$ cat src/rtl/pipe_ctrl_pkg.sv
// Shared pipeline-control types and constants.
package pipe_ctrl_pkg;

  // Sequencer states; 2-bit encoding shared with anything that decodes them.
  typedef enum logic [1:0] {
    StRun    = 2'b00,
    StFlush  = 2'b01,
    StHalted = 2'b10,
    StStep   = 2'b11
  } ctrl_state_e;

  // addi x0, x0, 0 -- loaded into if_id on a flush.
  localparam logic [31:0] InstNop = 32'h0000_0013;

endpackage

$ cat src/rtl/pipe_ctrl.sv
// Pipeline sequencer: merges ex jump/hold, fetch-bus wait and debug halt/step
// into PC redirect and per-stage hold/flush controls.
module pipe_ctrl #(
  parameter int unsigned FLUSH_CYCLES = 1,
  parameter int unsigned ADDR_W       = 32
) (
  input  logic              clk,
  input  logic              rst,
  input  logic              jump_en_i,
  input  logic [ADDR_W-1:0] jump_addr_i,
  input  logic              hold_ex_i,
  input  logic              hold_bus_i,
  input  logic              halt_req_i,
  input  logic              step_i,
  output logic              jump_en_o,
  output logic [ADDR_W-1:0] jump_addr_o,
  output logic              pc_hold_o,
  output logic              if_id_hold_o,
  output logic              if_id_flush_o,
  output logic              id_ex_hold_o,
  output logic              id_ex_flush_o,
  output logic              halt_ack_o
);
  import pipe_ctrl_pkg::*;

  localparam int unsigned CntW = $clog2(FLUSH_CYCLES + 1);
  localparam logic [CntW-1:0] CntInit = CntW'(FLUSH_CYCLES - 1);
  // With a single bubble cycle the jump cycle itself is the whole flush.
  localparam bit MultiFlush = (FLUSH_CYCLES > 1);

  ctrl_state_e     state_q, state_d;
  logic [CntW-1:0] cnt_q, cnt_d;
  logic            halt_ack_q, halt_ack_d;

  assign jump_addr_o = jump_addr_i;
  assign halt_ack_o  = halt_ack_q;

  // State, flush counter and halt acknowledge registers with synchronous reset.
  always_ff @(posedge clk) begin
    if (rst) begin
      state_q    <= StRun;
      cnt_q      <= '0;
      halt_ack_q <= 1'b0;
    end else begin
      state_q    <= state_d;
      cnt_q      <= cnt_d;
      halt_ack_q <= halt_ack_d;
    end
  end

  // Next-state and output decode; flush and hold of a register are exclusive per branch.
  always_comb begin
    state_d       = state_q;
    cnt_d         = cnt_q;
    jump_en_o     = 1'b0;
    pc_hold_o     = 1'b0;
    if_id_hold_o  = 1'b0;
    if_id_flush_o = 1'b0;
    id_ex_hold_o  = 1'b0;
    id_ex_flush_o = 1'b0;

    if (rst) begin
      if_id_flush_o = 1'b1;
      id_ex_flush_o = 1'b1;
      state_d       = StRun;
      cnt_d         = '0;
    end else begin
      unique case (state_q)
        StRun, StStep: begin
          if (hold_ex_i) begin
            // Stall everything; a concurrent jump is replayed once hold drops.
            pc_hold_o    = 1'b1;
            if_id_hold_o = 1'b1;
            id_ex_hold_o = 1'b1;
          end else if (jump_en_i) begin
            jump_en_o     = 1'b1;
            if_id_flush_o = 1'b1;
            id_ex_flush_o = 1'b1;
            if (MultiFlush) begin
              state_d = StFlush;
              cnt_d   = CntInit;
            end else if (state_q == StStep) begin
              state_d = StHalted;
            end else begin
              state_d = StRun;
            end
          end else begin
            if (hold_bus_i) begin
              pc_hold_o     = 1'b1;
              if_id_flush_o = 1'b1;
            end
            if (state_q == StStep || halt_req_i) begin
              state_d = StHalted;
            end
          end
        end
        StFlush: begin
          if_id_flush_o = 1'b1;
          id_ex_flush_o = 1'b1;
          cnt_d         = cnt_q - 1'b1;
          if (cnt_q == CntW'(1)) begin
            state_d = halt_req_i ? StHalted : StRun;
          end
        end
        StHalted: begin
          pc_hold_o    = 1'b1;
          if_id_hold_o = 1'b1;
          id_ex_hold_o = 1'b1;
          if (!halt_req_i) begin
            state_d = StRun;
          end else if (step_i) begin
            state_d = StStep;
          end
        end
        default: state_d = StRun;
      endcase
    end

    halt_ack_d = (state_d == StHalted);
  end

endmodule

$ cat config.mk
export PLATFORM = sky130hd
export DESIGN_NAME = pipe_ctrl
export DESIGN_NICKNAME = d
export VERILOG_FILES = /design/src/rtl/pipe_ctrl_pkg.sv /design/src/rtl/pipe_ctrl.sv
export SDC_FILE = /design/constraint.sdc
export NUM_CORES = 1
export LEC_CHECK = 0
export ABC_AREA = 1
export BUFFER_PORTS_ARGS = -buffer_cell sky130_fd_sc_hd__buf_2
export CAP_MARGIN = 20
export CORE_MARGIN = 5
export CORE_UTILIZATION = 33
export CTS_BUF_LIST = sky130_fd_sc_hd__clkbuf_8
export DETAILED_ROUTE_END_ITERATION = 8
export PLACE_DENSITY = 0.83
export SETUP_SLACK_MARGIN = 0.2
export SYNTH_ARGS = -nofsm -noshare
export SYNTH_HDL_FRONTEND = slang
export SYNTH_SLANG_ARGS = --single-unit
$ cat constraint.sdc
create_clock -name clk -period 1.8 [get_ports clk]
set_clock_uncertainty 0.1 [all_clocks]
set_input_delay 0 -clock clk [delete_from_list [all_inputs] [get_ports clk]]
set_output_delay 0 -clock clk [all_outputs]
set_load 0.02 [all_outputs]
==> metrics <==
synth top area cells=buf_4 40%, dfxtp_1 13%, nand2_1 12%; core area=1750 µm²; reg2reg setup slack=370 ps; Syn Nets=138; Vias/cell=4.42; drt drc=0; initial antenna violation count=0; Fillers=about 170; fmax=roughly 660 MHz; largest net degree at the start of global routing=7; FF+latch count, synth=4; mux cell area share after synthesis=0%; Synth Area in XOR/XNOR=0%; final hold violations=0; Worst Reg-to-Reg Cells=9; synth unique cells=16; Die H=53.2 µm; status=finished clean; H-tree depth=1; final worst path period share=84.8%; I/O pin cnt=78; vias in the first global route=586; RSZ-0062 raised after global routing=true; Worst Hold Class=input pin to flop; n_diodes=0; Slew @ Worst Pin=229 ps; synthesis-to-finish area growth=41.5%; multi-input logic area=263 µm²; WL/cell=around 12 µm; leading area contributor after synthesis=buf_4; r2r endpoint=halt_ack_o; CTS tree=done; Root Driver=clkbuf_8; post-route ant nets=0; syn avg cell area=between 6 and 7 µm²; later-pin clock latency in the skew report=210 ps; CP Data Required Time=1700 ps; grt ovf=0; Clock Path Buffers=2; synthesized area=616 µm²; FP Rows=15; critical-path maximum fanout=6; Final setup violation count=0; MaxCap Viol Count=0; crit path launch type=flop; sequential element share of the synthesized area=13.0%; Num CTS Buffers=3; first-pass GRT wire length=approximately 2.3 mm; compound-gate portion of the synthesized area=6.10%; gpl congestion=0.877; clk sinks=4; Die Span X=53.2 µm; CP Class=flop to output port; Leakage=~0.43 nW; WP data arrival=about 1400 ps; Synth top area share=40.2%; Crit. End Element=output port; First DRT Iteration DRCs=12; maximum vdd drop=0.272 mV; Hold Slack=65.0 ps; Setup crit end=pc_hold_o; Synth Area in Simple Gates=25.2%; Worst Setup SP=state_q[1]; total global-route track usage=10.8%; Reg clk slew, reported paths=30 ps; Initial Util=35.3%; TritonRoute pass-1 iters=4; max_slew headroom=84.7%; share of layout cells above drive strength 1=25.9%; die area=2830 µm²; combinational family with the most area after synthesis=buffers and inverters; max-slew violations=0; Post-Synthesis Cells=95; dpl hpwl=886 µm; synth warn=0; worst hold path stage count=4; DRT Wirelength=about 1.7 mm; Register Area=85.1 µm²; Tot Pwr=0.517 mW; Power Density=between 500 and 600 nW/µm²; FF-to-FF Start=state_q[0]; Tmin final=~1500 ps; Final #Nets=157; PortBufs=13; Post-Synth Adder-Cell Area=around 8.1%; total negative slack=0 ps; via count=just over 600
cell families (layout without fill, tap and decap cells):
kind of cell | Yosys count | after routing
adders and majority gates | 4 | 4
and+or+nand+nor | 35 | 35
DFF | 4 | 4
buffers and inverters | 45 | 62
AOI/OAI and AO/OA | 7 | 7
power by group:
part / internal, mW / total [mW] / switching (mW)
Clock: 0.142 / 0.186 / 0.0436
Combinational: 0.0974 / 0.231 / 0.134
Sequential: 0.0934 / 0.0998 / 0.00644
Total: 0.333 / 0.517 / 0.184
through the flow:
step                setup slack [ps]  instances  instance area [µm²]  util [%]
finish                           274        137                  871      49.9
CTS                              203        136                  851      48.7
detailed placement               256        100                  464      26.6
global route                     185        137                  871      49.9
global placement                 319        100                  464      26.6
floorplan                        317         95                  616         -
flip-flops by register name, summed over array words and instances (netlist names):
register	flops
state_q	2
cnt_q	1
halt_ack_o	1
cell usage after synthesis:
cell	n
o21ai_1	1
nand4_1	1
buf_4	33
o21ai_0	1
nand2_1	19
ha_1	4
nand3_1	2
nand3_2	1
or2_2	1
dfxtp_1	4
nor2_1	7
nor2_2	4
o21bai_1	1
inv_2	1
inv_1	11
a21oi_1	4
layout by cell type, fill, tap and decap left out, drive strengths merged:
cell type / count
o21ai: 2
dlygate4sd3: 33
nand4: 1
nand2: 19
nor2: 11
a21oi: 4
or2: 1
ha: 4
clkbuf: 3
dfxtp: 4
nand3: 3
buf: 14
inv: 12
o21bai: 1
worst max-delay path, cell delays in order, from the launching register on:
cell,delay [ps]
dfxtp_2,400
inv_1,90
ha_1,240
nor2_2,150
nand4_1,110
nand2_1,60
buf_2,150
layout make-up:
cell class,count,area share [%]
Sequential cell,4,9.77
Timing Repair Buffer,47,46.6
Multi-Input combinational cell,46,30.2
Inverter,12,5.17
Clock buffer,3,4.74
Tap cell,25,3.59
how the worst min path moves through the flow:
| stage | startpoint | endpoint | slack [ps] |
|---|---|---|---|
| 4_1_cts | jump_en_i | state_q[0] | 40 |
| 2_1_floorplan | rst | cnt_q | -30 |
| 3_3_place_gp | jump_addr_i[13] | jump_addr_o[13] | -100 |
| 6_report | jump_en_i | state_q[0] | 60 |
| 5_1_grt | jump_en_i | state_q[0] | 100 |
| 3_5_place_dp | jump_addr_i[13] | jump_addr_o[13] | -100 |
per-layer routing:
metal | wire [µm] | track usage (%) | up-vias
met3 | 209 | 1.41 | 2
met2 | 911 | 21.1 | 52
met5 | 0 | 0 | -
met1 | 548 | 11.1 | 260
li1 | - | - | 292
met4 | 17 | 5.11 | 0
repair_timing:
action	in CTS	in global routing
buffers inserted	0	1
endpoints found under the hold margin	33	0
resized for setup	3	6
hold buffers	33	0
endpoints found under the setup margin	6	5
pin swaps	0	3
Power figures use the tool's default switching activity.
